## config.mk

```make
export PLATFORM = sky130hd
export DESIGN_NAME = pipeline_muldiv
export DESIGN_NICKNAME = d
export VERILOG_FILES = /design/src/rtl/pipeline_muldiv.sv
export SDC_FILE = /design/constraint.sdc
export NUM_CORES = 2
export LEC_CHECK = 0
export CAP_MARGIN = 25
export CORE_UTILIZATION = 40
export DETAILED_ROUTE_END_ITERATION = 12
export GPL_TIMING_DRIVEN = 0
export PLACE_DENSITY = 0.61
export SLEW_MARGIN = 20
export SYNTH_ARGS = -nofsm -noshare
export SYNTH_HDL_FRONTEND = slang
export SYNTH_SLANG_ARGS = --single-unit
```

## constraint.sdc

```tcl
create_clock -name clk -period 7.6 [get_ports clk]
set_input_delay 0.76 -clock clk [delete_from_list [all_inputs] [get_ports clk]]
set_output_delay 0.76 -clock clk [all_outputs]
set_load 0.1 [all_outputs]
```

## src/rtl/pipeline_muldiv.sv

```systemverilog
// Multi-cycle multiply/divide unit owning HI/LO for the late-ALU path.
// States: IDLE accept | MUL product pipeline | DIV restoring iterations | FIXUP sign fix or div-by-zero
module pipeline_muldiv #(
  parameter int XLEN               = 32,
  parameter int MUL_LATENCY        = 2,
  parameter int DIV_BITS_PER_CYCLE = 1
) (
  input  logic            clk,
  input  logic            rst,
  input  logic            req_valid,
  output logic            req_ready,
  input  logic [2:0]      req_op,
  input  logic [XLEN-1:0] req_a,
  input  logic [XLEN-1:0] req_b,
  input  logic            flush,
  output logic [XLEN-1:0] hi,
  output logic [XLEN-1:0] lo,
  output logic            busy,
  output logic            done,
  output logic            div_by_zero,
  output logic            illegal
);
  localparam int N  = XLEN / DIV_BITS_PER_CYCLE;
  localparam int CW = $clog2(XLEN + 1);
  localparam logic [CW-1:0] DIV_LAST = CW'(N - 1);
  localparam logic [CW-1:0] MUL_LAST = CW'(MUL_LATENCY - 1);

  typedef enum logic [1:0] {S_IDLE, S_MUL, S_DIV, S_FIXUP} state_t;

  state_t              r_state;
  logic [CW-1:0]       r_cnt;
  logic [2*XLEN-1:0]   r_ma, r_mb;
  logic [XLEN-1:0]     r_rem, r_quo, r_dvs;
  logic                r_qneg, r_rneg, r_dz;
  logic [XLEN-1:0]     r_hi, r_lo;
  logic                r_done, r_dz_pulse, r_illegal;

  logic [2*XLEN-1:0]   w_prod, w_mul_res;
  logic                w_msgn, w_sdiv, w_neg_a, w_neg_b, w_bzero;
  logic [XLEN-1:0]     w_abs_a, w_abs_b;
  logic [XLEN-1:0]     w_rem_nx, w_quo_nx;
  logic [XLEN:0]       w_shift, w_trial;

  assign w_msgn  = (req_op == 3'b000);
  assign w_sdiv  = (req_op == 3'b010);
  assign w_neg_a = w_sdiv & req_a[XLEN-1];
  assign w_neg_b = w_sdiv & req_b[XLEN-1];
  assign w_abs_a = w_neg_a ? -req_a : req_a;
  assign w_abs_b = w_neg_b ? -req_b : req_b;
  assign w_bzero = (req_b == '0);

  assign w_prod = r_ma * r_mb;

  // Operands stay latched during MUL, so the pipe only has to carry the product forward.
  if (MUL_LATENCY == 1) begin : g_mul_direct
    assign w_mul_res = w_prod;
  end else begin : g_mul_pipe
    logic [2*XLEN-1:0] r_mpipe [MUL_LATENCY-1];
    always_ff @(posedge clk) begin
      r_mpipe[0] <= w_prod;
      for (int i = 1; i < MUL_LATENCY - 1; i++) r_mpipe[i] <= r_mpipe[i-1];
    end
    assign w_mul_res = r_mpipe[MUL_LATENCY-2];
  end

  // Remainder stays below the divisor, so bit XLEN of the trial difference is the borrow.
  always_comb begin
    w_rem_nx = r_rem;
    w_quo_nx = r_quo;
    w_shift  = '0;
    w_trial  = '0;
    for (int i = 0; i < DIV_BITS_PER_CYCLE; i++) begin
      w_shift  = {w_rem_nx, w_quo_nx[XLEN-1]};
      w_trial  = w_shift - {1'b0, r_dvs};
      w_quo_nx = {w_quo_nx[XLEN-2:0], ~w_trial[XLEN]};
      w_rem_nx = w_trial[XLEN] ? w_shift[XLEN-1:0] : w_trial[XLEN-1:0];
    end
  end

  always_ff @(posedge clk) begin
    if (rst) begin
      r_state    <= S_IDLE;
      r_cnt      <= '0;
      r_hi       <= '0;
      r_lo       <= '0;
      r_done     <= 1'b0;
      r_dz_pulse <= 1'b0;
      r_illegal  <= 1'b0;
    end else begin
      r_done     <= 1'b0;
      r_dz_pulse <= 1'b0;
      r_illegal  <= 1'b0;
      if (flush) begin
        r_state <= S_IDLE;
      end else begin
        case (r_state)
          S_IDLE: if (req_valid) begin
            case (req_op)
              3'b000, 3'b001: begin
                r_ma    <= {{XLEN{w_msgn & req_a[XLEN-1]}}, req_a};
                r_mb    <= {{XLEN{w_msgn & req_b[XLEN-1]}}, req_b};
                r_cnt   <= MUL_LAST;
                r_state <= S_MUL;
              end
              3'b010, 3'b011: begin
                r_qneg  <= w_neg_a ^ w_neg_b;
                r_rneg  <= w_neg_a;
                r_dz    <= w_bzero;
                r_quo   <= w_bzero ? req_a : w_abs_a;
                r_rem   <= '0;
                r_dvs   <= w_abs_b;
                r_cnt   <= DIV_LAST;
                r_state <= w_bzero ? S_FIXUP : S_DIV;
              end
              3'b100: begin
                r_hi   <= req_a;
                r_done <= 1'b1;
              end
              3'b101: begin
                r_lo   <= req_a;
                r_done <= 1'b1;
              end
              default: r_illegal <= 1'b1;
            endcase
          end
          S_MUL: begin
            if (r_cnt == '0) begin
              {r_hi, r_lo} <= w_mul_res;
              r_done       <= 1'b1;
              r_state      <= S_IDLE;
            end else begin
              r_cnt <= r_cnt - CW'(1);
            end
          end
          S_DIV: begin
            r_rem <= w_rem_nx;
            r_quo <= w_quo_nx;
            if (r_cnt == '0) r_state <= S_FIXUP;
            else             r_cnt   <= r_cnt - CW'(1);
          end
          S_FIXUP: begin
            if (r_dz) begin
              r_lo       <= '1;
              r_hi       <= r_quo;
              r_dz_pulse <= 1'b1;
            end else begin
              r_lo <= r_qneg ? -r_quo : r_quo;
              r_hi <= r_rneg ? -r_rem : r_rem;
            end
            r_done  <= 1'b1;
            r_state <= S_IDLE;
          end
          default: r_state <= S_IDLE;
        endcase
      end
    end
  end

  assign busy        = (r_state != S_IDLE);
  assign req_ready   = ~busy;
  assign hi          = r_hi;
  assign lo          = r_lo;
  assign done        = r_done;
  assign div_by_zero = r_dz_pulse;
  assign illegal     = r_illegal;
endmodule

```

==> flow_metrics.py <==
metrics = {
    "timing": {
        "period_share": 1.08,
        "fin_crit_ps": 8180,
        "max_slew_margin": 0.179,
        "finalClockSkew_ps": 30.6,
        "hold_slack_ps": 503,
        "rsz0062_at_grt": "yes",
        "max_freq_mhz": 122,
        "fin_ws_ps": -584,
        "setup_viol": 24,
        "worstMarginPinSlew_ps": 1230,
        "hold_violations": 0,
        "slew_violations": 0,
    },
    "global_routing": {
        "antenna_found_initial": 20,
        "gr-total-overflow": 0,
        "grt_max_degree": 28,
        "grt_pass1_wl_mm": 313,
        "grt_pass1_vias": 45600,
        "grt_use_total": 0.322,
    },
    "critical_path": {
        "timing_worst_setup_path_type": "flip-flop to flip-flop",
        "crit_path_max_fanout": 7,
        "cp_slowest_cell": "fa_2",
        "start_kind": "flip-flop",
        "critical_path_required_ps": 8050,
        "crit_family": "adder cells",
        "critPathMaxStageDelay_ps": 630,
        "end_kind": "flip-flop",
        "cp.arrival_ps": 8630,
        "crit_buf_inv": 6,
        "cp_common_cell": "fa_1",
    },
    "floorplan": {
        "rows": 133,
        "ioPinCount": 140,
        "initial_core_util": 0.405,
        "die_w_um": 368,
        "die_height_um": 368,
        "coreArea_um2": 132000,
        "die_area_um2": 135000,
    },
    "detailed_routing": {
        "ant_nets": 0,
        "via_per_inst": 5.55,
        "wire_per_inst_um": 27.6,
        "dr_wl_met2_mm": 93.9,
        "top_layer_used": "met5",
        "drt-met1-wl_mm": 81.7,
        "via_count": 43400,
        "dr_wl_met3_mm": 23.3,
        "drt_iter0_markers": 4074,
        "routed_wirelength_mm": 216,
        "first_pass_iters": 6,
        "drc": 0,
    },
    "synthesis": {
        "synth_ff_type": "edfxtp_1",
        "synth_warnings": 0,
        "synth_edf_count": 165,
        "yosysUniqueCellTypes": 90,
        "syn_area_per_cell_um2": 9.51,
        "synthArstFlopShare": 0,
        "ys_seq_area_frac": 0.145,
        "syn_inst": 5630,
        "synth_seq_cells": 304,
        "synth_area_um2": 53500,
        "syn-num-nets": 7081,
    },
    "placement": {
        "place_ws_ps": -2840,
        "place_congestion": 1.03,
        "io_buffers": 138,
        "dp_hpwl_mm": 172,
        "post_dp_cell_area_um2": 57400,
    },
    "clock_tree": {
        "clkSinkCount": 304,
        "clock_latency_ps": 570,
        "htreeDepth": 2,
        "hold_buffers": 0,
        "clockRootBuffer": "clkbuf_16",
        "cts_tree": "built",
        "clockBufferDepth": 3,
        "path_clk_slew_ps": 60,
        "cts_buffers": 35,
    },
    "layout": {
        "mostFrequentLayoutCells": "fa_1 (1090), inv_1 (1073), nand2_1 (688)",
        "final_common_cell": "fa_1",
        "n_fill_cell": 12600,
        "design_area_um2": 62800,
        "fin_util": 0.475,
        "syn_to_final_growth_pct": 17.3,
        "num-nets-final": 7484,
        "drive_gt1_frac": 0.123,
    },
    "power_and_ir_drop": {
        "p_per_area_nw_per_um2": 390,
        "cellLeakagePower_nw": 28.9,
        "peakVddDrop_mv": 0.642,
    },
    "run_status": {
        "status": "complete, but fails checks",
        "violations": "negative setup slack",
    },
    "worst_hold_path": {
        "hold_class": "flip-flop to flip-flop",
    },
    "run": {
        "maxCapViolCount": 0,
    },
}
-- area by class of cell --
type / instances / area, um^2 / share of cell area
diodes: 9 / 22.5 / 0.000359
plain buffers: 284 / 2180 / 0.0347
clock buffers: 48 / 1050 / 0.0168
clock inverters: 16 / 191 / 0.00305
inverters: 1127 / 4240 / 0.0675
multi-input cells: 3910 / 41400 / 0.660
flip-flops and latches: 304 / 7740 / 0.123
well taps: 1755 / 2200 / 0.0350
repair buffers: 371 / 3760 / 0.0598
-- power by group --
part           switching (mW)  total [mW]  internal [mW]
logic                    11.8        20.4           8.55
clock network           0.763        1.82           1.06
registers               0.150        2.28           2.13
total                    12.7        24.5           11.7
-- metal layers --
layer,global-route usage,vias to the layer above
met5,0,-
met4,0.201,2
met3,0.0801,658
met2,0.490,2472
met1,0.412,22200
li1,-,18100
-- cell families (layout without fill, tap and decap cells) --
kind of cell | count (synthesis) | count (layout) | share of synthesized area
flip-flops | 304 | 304 | 0.145
AO/OA/AOI/OAI | 616 | 616 | 0.0794
adder cells (fa/ha/maj) | 1380 | 1380 | 0.480
other | 0 | 9 | 0
multiplexers | 27 | 27 | 0.00510
XOR/XNOR | 219 | 219 | 0.0358
buffers and inverters | 1416 | 1846 | 0.0996
AND/OR/NAND/NOR | 1668 | 1668 | 0.155
-- synth_stat cells, drive strengths merged (58+ instances only) --
| library cell | instances | area, um^2 |
|---|---|---|
| nor2 | 177 | 664 |
| edfxtp | 165 | 4950 |
| inv | 1127 | 4230 |
| dfxtp | 139 | 2780 |
| ha | 254 | 3180 |
| nand2 | 692 | 2600 |
| xnor2 | 125 | 1090 |
| clkbuf | 276 | 1040 |
| xor2 | 94 | 823 |
| and2 | 571 | 3570 |
| o21ai | 171 | 863 |
| fa | 1126 | 22500 |
| a21oi | 111 | 582 |
| a311oi | 58 | 532 |
-- timing repair --
action / 4_1_cts / 5_1_grt
resized for setup: 583 / 135
pin swaps: 149 / 83
endpoints found under the setup margin: 44 / 36
gates cloned: 2 / 0
setup buffers: 178 / 40
-- tightest hold or removal path, stage by stage, from the launching register on --
cell and delay (ps):
dfxtp_1 310, nor2_1 100, a311oi_1 50
-- per-stage QoR --
stage	std cells	power (mW)	setup TNS, ps
finish	7824	24.5	-7500
detailed placement	7540	17.9	-54870
floorplan	5630	12.6	0
CTS	7783	22.5	-6460
global placement	7523	17.8	-157510
global route	7819	26.0	-11420
-- sequential cells by signal (all words and copies together) (netlist names), 2 cells and up --
register            cells
r_state                 2
r_ma                   33
r_cnt                   6
r_quo                  32
r_dvs                  32
r_rem                  32
hi                     32
g_mul_pipe.r_mpipe     64
lo                     32
r_mb                   33
-- path summary, 6_finish.rpt --
check,from,end,slack [ps],depth (start not counted)
worst max-delay path,r_mb[26],g_mul_pipe.r_mpipe[0][56],-580,26
worst min-delay path,lo[12],lo[12],500,2
worst max register to register,r_mb[26],g_mul_pipe.r_mpipe[0][56],-580,26
worst min register to register,lo[12],lo[12],500,2
(Power assumes the default switching activity.)
